`config.mk`:
```
export PLATFORM = sky130hd
export DESIGN_NAME = prio_encoder_rr_flat
export DESIGN_NICKNAME = d
export VERILOG_FILES = /design/src/rtl/prio_encoder_rr_if.sv /design/src/rtl/prio_encoder_rr.sv /design/src/flat_wrapper.sv
export SDC_FILE = /design/constraint.sdc
export NUM_CORES = 1
export LEC_CHECK = 0
export CORE_AREA = 4 4 65 67
export CTS_CLUSTER_DIAMETER = 50
export DETAILED_ROUTE_END_ITERATION = 7
export DIE_AREA = 0 0 69 71
export PLACE_DENSITY = 0.75
export SLEW_MARGIN = 20
export SYNTH_ARGS = -nofsm -noshare
export SYNTH_HDL_FRONTEND = slang
export SYNTH_SLANG_ARGS = --single-unit
```
`constraint.sdc`:
```
create_clock -name clk -period 4 [get_ports clk]
set_input_delay 1 -clock clk [delete_from_list [all_inputs] [get_ports clk]]
set_output_delay 1 -clock clk [all_outputs]
set_load 0.02 [all_outputs]
```
`src/rtl/prio_encoder_rr_if.sv`:
```
// Handshake bundle between request sources, the registered priority encoder and its consumer.
interface prio_encoder_rr_if #(
    parameter int N = 8
);
    localparam int W = $clog2(N);

    logic         en;
    logic         mode;
    logic [N-1:0] req;
    logic         out_ready;
    logic         out_valid;
    logic [W-1:0] y;
    logic [N-1:0] grant;
    logic         multi;

    modport slave (
        input  en, mode, req, out_ready,
        output out_valid, y, grant, multi
    );

    modport master (
        output en, mode, req, out_ready,
        input  out_valid, y, grant, multi
    );
endinterface

```
`src/rtl/prio_encoder_rr.sv`:
```
// Registered N-input encoder: fixed (highest index wins) or round-robin priority,
// result held in one output register behind a valid/ready handshake.
module prio_encoder_rr #(
    parameter int N = 8
) (
    input  logic             clk,
    input  logic             rst_n,
    prio_encoder_rr_if.slave bus
);
    localparam int W = $clog2(N);

    logic [W-1:0] ptr_q, ptr_d;
    logic         valid_q, valid_d;
    logic [W-1:0] idx_q, idx_d;
    logic [N-1:0] grant_q, grant_d;
    logic         multi_q, multi_d;

    logic [W-1:0] fixWin;
    logic [W-1:0] rrWin;
    logic         rrFound;
    logic [W-1:0] win;
    logic         free;
    logic         capture;
    int           scanIdx;

    // Both candidate winners are computed every cycle; mode only picks one at capture.
    always_comb begin
        fixWin  = '0;
        rrWin   = '0;
        rrFound = 1'b0;
        scanIdx = 0;
        for (int i = 0; i < N; i++) begin
            if (bus.req[i]) fixWin = W'(i);
        end
        for (int off = 0; off < N; off++) begin
            scanIdx = int'(ptr_q) + off;
            if (scanIdx >= N) scanIdx = scanIdx - N;
            if (!rrFound && bus.req[W'(scanIdx)]) begin
                rrWin   = W'(scanIdx);
                rrFound = 1'b1;
            end
        end
    end

    always_comb begin
        free    = !valid_q || bus.out_ready;
        capture = free && bus.en && (|bus.req);
        win     = bus.mode ? rrWin : fixWin;

        valid_d = valid_q;
        idx_d   = idx_q;
        grant_d = grant_q;
        multi_d = multi_q;
        ptr_d   = ptr_q;

        if (capture) begin
            valid_d = 1'b1;
            idx_d   = win;
            grant_d = N'(1) << win;
            multi_d = |(bus.req & (bus.req - 1'b1));
            if (bus.mode) begin
                // Wrap explicitly at N-1 so a non-power-of-two N never leaves ptr >= N.
                ptr_d = (win == W'(N - 1)) ? '0 : win + 1'b1;
            end
        end else if (free) begin
            valid_d = 1'b0;
            idx_d   = '0;
            grant_d = '0;
            multi_d = 1'b0;
        end
    end

    always_ff @(posedge clk) begin
        if (!rst_n) begin
            valid_q <= 1'b0;
            idx_q   <= '0;
            grant_q <= '0;
            multi_q <= 1'b0;
            ptr_q   <= '0;
        end else begin
            valid_q <= valid_d;
            idx_q   <= idx_d;
            grant_q <= grant_d;
            multi_q <= multi_d;
            ptr_q   <= ptr_d;
        end
    end

    assign bus.out_valid = valid_q;
    assign bus.y         = idx_q;
    assign bus.grant     = grant_q;
    assign bus.multi     = multi_q;
endmodule

```
`src/flat_wrapper.sv`:
```
// flat-port wrapper written by rule: the top's interface ports become plain ports
module prio_encoder_rr_flat 
#(
    parameter int N = 8
)
  (clk, rst_n, bus_en, bus_mode, bus_req, bus_out_ready, bus_out_valid, bus_y, bus_grant, bus_multi);
  prio_encoder_rr_if #(.N(N)) bus_i ();
  input  logic clk;
  input  logic rst_n;
  input wire logic [$bits(bus_i.en)-1:0] bus_en;
  input wire logic [$bits(bus_i.mode)-1:0] bus_mode;
  input wire logic [$bits(bus_i.req)-1:0] bus_req;
  input wire logic [$bits(bus_i.out_ready)-1:0] bus_out_ready;
  output wire logic [$bits(bus_i.out_valid)-1:0] bus_out_valid;
  output wire logic [$bits(bus_i.y)-1:0] bus_y;
  output wire logic [$bits(bus_i.grant)-1:0] bus_grant;
  output wire logic [$bits(bus_i.multi)-1:0] bus_multi;
  assign bus_i.en = bus_en;
  assign bus_i.mode = bus_mode;
  assign bus_i.req = bus_req;
  assign bus_i.out_ready = bus_out_ready;
  assign bus_out_valid = bus_i.out_valid;
  assign bus_y = bus_i.y;
  assign bus_grant = bus_i.grant;
  assign bus_multi = bus_i.multi;
  prio_encoder_rr #(.N(N)) u_core (.clk(clk), .rst_n(rst_n), .bus(bus_i));
endmodule
```
Word-level counts from Yosys, hierarchy flattened --
Index checks and enable logic that the tools add are counted.
Word-level totals: word-level logic and storage cells 126, register bits 16, input bits 13
Operators by class: shift-type cells 1, eq/ne operators 1, $lt $le $gt $ge 16, add/sub/neg operators 17, reduce and logical (&&, ||, !) cells 22, bitwise logic cells 1, muxes and demuxes 63
Operators with widths (number):
- 3-bit two-way mux | 26
- 3-bit by 5-bit less-than comparator with 1-bit output (second input constant) | 8
- 4-bit >= comparator (second input constant) | 7
- 1-bit two-way mux | 27
- 1-bit binary-select mux with 3-bit select | 8
- 3-bit by 1-bit subtractor with 3-bit output (second input constant) | 8
- 3-bit by 3-bit adder with 4-bit output (second input constant) | 4
- 8-bit two-way mux | 2
- 8-bit OR reduction | 2
- 1-bit logical AND | 9
- 3-bit by 2-bit adder with 4-bit output (second input constant) | 2
- 8-bit bitwise AND | 1
- 1-bit logical NOT | 8
- 1-bit by 3-bit left shift with 8-bit output (first input constant) | 1
- 8-bit by 1-bit subtractor with 8-bit output (second input constant) | 1
- 3-bit by 1-bit adder with 4-bit output (second input constant) | 1
- 3-bit by 4-bit >= comparator with 1-bit output (second input constant) | 1
- 3-bit by 1-bit adder with 3-bit output (second input constant) | 1
- 3-bit equality test (second input constant) | 1
- 2-bit AND reduction | 1
- 2-bit nonzero test | 1
- 1-bit logical OR | 1

Longest topological paths before layout --
depth in word-level cells 30, mapped depth 16, depth with buffers taken out 13

Worst setup path after synthesis --
OpenSTA, ideal clock, no wires.
path type register -> register, from register u_core.ptr_q[0], to register u_core.ptr_q[2], period minus slack after synthesis 3.743 ns, data arrival time 3.680 ns, library setup time 0.062 ns, slack 0.257 ns, path buffers 3, stages on the path, launching flop included 17, cell sequence dfxtp_1 -> buf_6 -> buf_2 -> inv_1 -> ha_1 -> buf_4 -> mux4_2 -> mux2_2 -> mux2_1 -> a211oi_1 -> or3_1 -> o21ai_1 -> a31o_2 -> ha_1 -> nor3b_1 -> nand3_1 -> nand3_1
Between the ends: word-level cells in the longest chain between the ends 30, elaborated cells on any way between the ends 88, those cells by class add/sub (16); order compare (8); eq/ne (1); mux (49); reduce/logical (14)
Ends and longest elaborated chain:
- from (decl) | line prio_encoder_rr.sv:12 | logic [W-1:0] ptr_q, ptr_d;
- from (signal assigned) | line prio_encoder_rr.sv:85 | ptr_q <= ptr_d;
- parallel branches: the longest is 26 deep, another holds 3-bit by 1-bit adder with 4-bit output
- 3-bit two-way mux * | line prio_encoder_rr.sv:38 | if (!rrFound && bus.req[W'(scanIdx)]) begin
- 3-bit two-way mux * | line prio_encoder_rr.sv:48 | win = bus.mode ? rrWin : fixWin;
- 3-bit by 1-bit adder with 3-bit output / 3-bit equality test (equally long branches) | line prio_encoder_rr.sv:63 | ptr_d = (win == W'(N - 1)) ? '0 : win + 1'b1;
- 3-bit two-way mux * | line prio_encoder_rr.sv:63
Mark *: on every way between the ends. The select of a mux whose other input is x is not followed. A chain may end at the register's enable or synchronous reset.

Worst setup path after layout --
from input port bus_req[5], to register u_core.grant_q[7] (netlist: u_core.bus.grant[7])
Between the ends: word-level cells in the longest chain between the ends 28, elaborated cells on any way between the ends 62, those cells by class shift (1); mux (44); reduce/logical (17)
Ends and longest elaborated chain:
- from (decl) | line flat_wrapper.sv:12 | input wire logic [$bits(bus_i.req)-1:0] bus_req;
- 1-bit binary-select mux with 3-bit select | line prio_encoder_rr.sv:38
- 1-bit two-way mux (not written as such) (2 in series) | line prio_encoder_rr.sv:38
- 1-bit two-way mux | line prio_encoder_rr.sv:38
- 1-bit logical NOT | line prio_encoder_rr.sv:38
- 1-bit logical AND | line prio_encoder_rr.sv:38
- 1-bit two-way mux | line prio_encoder_rr.sv:38
- 1-bit logical NOT | line prio_encoder_rr.sv:38
- 1-bit logical AND | line prio_encoder_rr.sv:38
- [... 11 more ...]
- 1-bit logical AND | line prio_encoder_rr.sv:38
- 1-bit two-way mux | line prio_encoder_rr.sv:38
- 1-bit logical NOT | line prio_encoder_rr.sv:38
- 1-bit logical AND | line prio_encoder_rr.sv:38
- 3-bit two-way mux | line prio_encoder_rr.sv:38
- 3-bit two-way mux | line prio_encoder_rr.sv:48
- 1-bit by 3-bit left shift with 8-bit output | line prio_encoder_rr.sv:59 | grant_d = N'(1) << win;
- 8-bit two-way mux | line prio_encoder_rr.sv:56 | if (capture) begin
- to (signal assigned) | line prio_encoder_rr.sv:83 | grant_q <= grant_d;
- to (decl) | line prio_encoder_rr.sv:15 | logic [N-1:0] grant_q, grant_d;
Parallel ways exist; a longest one is shown, timed or not. The select of a mux whose other input is x is not followed.

==> impl_metrics.ini <==
[timing]
report.final.slew_viol_count = 0
finalHoldViolations = 0
slew_headroom_pct = 61.87
max_freq_ghz = 0.2806
min_period_ns = 3.563
setup_viol = 0
fin_tns_setup_ns = 0
fin_crit_sh_pct = 89.09
tightest_slew_ns = 0.5702
whs_ns = 0.4450
final.setup.worst_slack_ns = 0.4366
finClkSkew_ns = 0.001022
rsz0062_at_grt = no

[worst_setup_path]
cpPeakStageDelay_ns = 0.55
worstSetupStartpointType = input pin
worstPathArrival_ns = 3.71
criticalPathCategory = in2reg
crit_fanout = 8
cp-end-kind = register
crit_required_ns = 4.14
cp_cell_sequence = dlymetal6s2s_1 > mux4_2 > mux2_2 > mux2_1 > a211oi_1 > or3_1 > o21ai_1 > a31o_2 > ha_1 > buf_4 > a32o_1
worst_path_max_delay_cell = mux4_2

[final_layout]
area_delta_synth_final_pct = 32.22
layout-drive-gt1-share_pct = 28.02
register_area_um2 = 320.3
n_antenna_cell = 0
fill_cells = 306
final_nets = 277
final_cells = 305
multi_input_area_um2 = 1334

[pwr]
power.density_nw_per_um2 = 325.9
p_leak_nw = 0.9596
irDropWorstVdd_mv = 0.2795

[route]
dr.pass1.iters = 4
routedWlPerCell_um = 15.78
drt-initial-drc-count = 215
wl_um = 4813
drc = 0
vias_per_cell = 6.007
ant_nets = 0
vias = 1832

[floorplan]
die_h_um = 71
rows = 22
coreArea_um2 = 3633
fp.dieArea_um2 = 4899
start_util_pct = 48.62
pin_count = 26
die_w_um = 69

[synthesis]
ys_seq_area_share_pct = 18.13
async_flop_share_pct = 0
synth_cell_types = 57
syn_inst = 210
syn_nets = 229
ys_seq_elements = 16
synthesis.area_um2 = 1767
synth-edff-count = 0
syn_area_per_cell_um2 = 8.413
synth_flop_cell = dfxtp_1
yosysWarningCount = 0

[place]
place.detailed.hpwl_um = 3650
place_ws_ns = -0.2170
dp.cells = 301
gp_congestion = 0.9013
port_buffers = 25

[cts]
root_buffer = clkbuf_8
clock_sinks = 16
worstSkewPairLatency_ns = 0.25
clk_pin_slew_worst_paths_ns = 0.06
cts_buffer_depth = 2
cts_tree = yes
h-tree-depth = 1
hold_buffers = 0
cts_inserted_buffers = 3

[global_routing]
grt_pass1_vias = 1800
grt_pass1_wl_um = 8328
antenna_found_initial = 0
grt_util_all_layers_pct = 20.16
grt_max_degree = 18
overflow = 0

[hold_path]
hp-class = reg2reg

[flow_run]
cap_violations = 0

[status]
outcome = completed
[flip-flops by register name, summed over array words and instances (netlist names)]
register and cells:
u_core.bus.out_valid 1, u_core.ptr_q 3, u_core.bus.multi 1, u_core.bus.grant 8
u_core.bus.y 3
[layout by cell type (no fill, tap or decap), types with 2 or more instances in the layout]
cell / count
a31oi_1: 3
o22a_1: 2
maj3_1: 2
nor2_1: 12
o21a_1: 3
buf_4: 36
a211oi_1: 2
dfxtp_1: 16
a21o_1: 4
o21ai_1: 9
mux2i_1: 3
a32o_1: 2
nor2b_1: 2
and2_1: 3
xnor2_1: 2
dlymetal6s2s_1: 8
mux4_2: 11
nand3_2: 2
mux2_2: 8
and3_1: 4
a32oi_1: 3
ha_1: 6
clkdlybuf4s50_1: 17
nand2_1: 34
nand3_1: 9
a21oi_1: 5
o21ai_0: 6
or3_1: 3
a221oi_1: 2
clkbuf_8: 4
inv_1: 6
[stage by stage]
stage          total power, W  cell area (um2)  utilization, %
2_1_floorplan       0.0004671             1767               -
3_3_place_gp        0.0006097             2255           62.05
3_5_place_dp        0.0006132             2255           62.05
4_1_cts             0.0007604             2310           63.57
5_1_grt             0.0008138             2336           64.29
6_report            0.0007614             2336           64.29
[critical path, delay by kind of cell]
family,cells,cell delay (ns)
multiplexers,3,1.19
AO/OA/AOI/OAI,4,0.75
buffers and inverters,2,0.37
adder cells (fa/ha/maj),1,0.24
AND/OR/NAND/NOR,1,0.16
[where the power goes]
| group | switching, W | leakage [nW] | internal, W |
|---|---|---|---|
| Sequential | 0.00000814 | 0.131 | 0.000170 |
| Combinational | 0.000223 | 0.800 | 0.000218 |
| Clock | 0.0000551 | 0.0288 | 0.0000873 |
| Total | 0.000286 | 0.960 | 0.000475 |
[cell type report]
class | instances | area share [%]
Multi-Input combinational cell | 169 | 57.10
Inverter | 7 | 1.125
Tap cell | 48 | 2.571
Clock buffer | 4 | 2.357
Timing Repair Buffer | 61 | 23.14
Sequential cell | 16 | 13.71
[cell families (layout without fill, tap and decap cells)]
family / Yosys count / count (layout) / synth area share [%]
compound gates: 54 / 54 / 23.02
xor+xnor: 3 / 3 / 1.488
fa+ha+maj: 8 / 8 / 5.382
buf+inv: 25 / 72 / 6.728
flops: 16 / 16 / 18.13
mux: 25 / 25 / 23.09
simple gates: 79 / 79 / 22.17
[cells in the mapped netlist, types with 3 or more instances]
cell type / number / share of area (%)
mux2_2: 8 / 5.1
a32o_1: 3 / 1.7
a21o_1: 4 / 1.7
o21ai_0: 6 / 1.7
or3_1: 3 / 1.1
a31oi_1: 3 / 1.1
o21a_1: 3 / 1.3
and3_1: 4 / 1.4
buf_2: 5 / 1.4
a21oi_1: 5 / 1.4
a32oi_1: 3 / 1.5
inv_1: 6 / 1.3
ha_1: 6 / 4.2
clkbuf_1: 10 / 2.1
dfxtp_1: 16 / 18
o21ai_1: 9 / 2.5
mux2i_1: 3 / 1.7
nand3_1: 9 / 2.5
and2_1: 3 / 1.1
nand2_1: 34 / 7.2
mux4_2: 11 / 14
nor2_1: 12 / 2.5
[worst paths after layout]
path	startpoint	to	slack (ns)	depth (start not counted)
setup / recovery	bus_req[5]	u_core.bus.grant[7]	0.44	11
hold / removal	u_core.bus.grant[4]	u_core.bus.grant[4]	0.45	2
setup reg to reg	u_core.ptr_q[0]	u_core.bus.grant[7]	0.44	12
hold reg to reg	u_core.bus.grant[4]	u_core.bus.grant[4]	0.45	2
[repair_timing]
item                       4_1_cts  5_1_grt
buffers inserted                 0        0
resized for setup                0       10
setup endpoints to repair        0       11
[routing by layer]
layer	vias to the layer above	track usage (%)	wire (um)
li1	882	-	-
met1	857	26.78	2089
met2	79	33.47	2302
met3	14	2.841	280
met4	0	7.158	140
met5	-	0	0
Note: power is estimated with default switching activity, not from simulation.
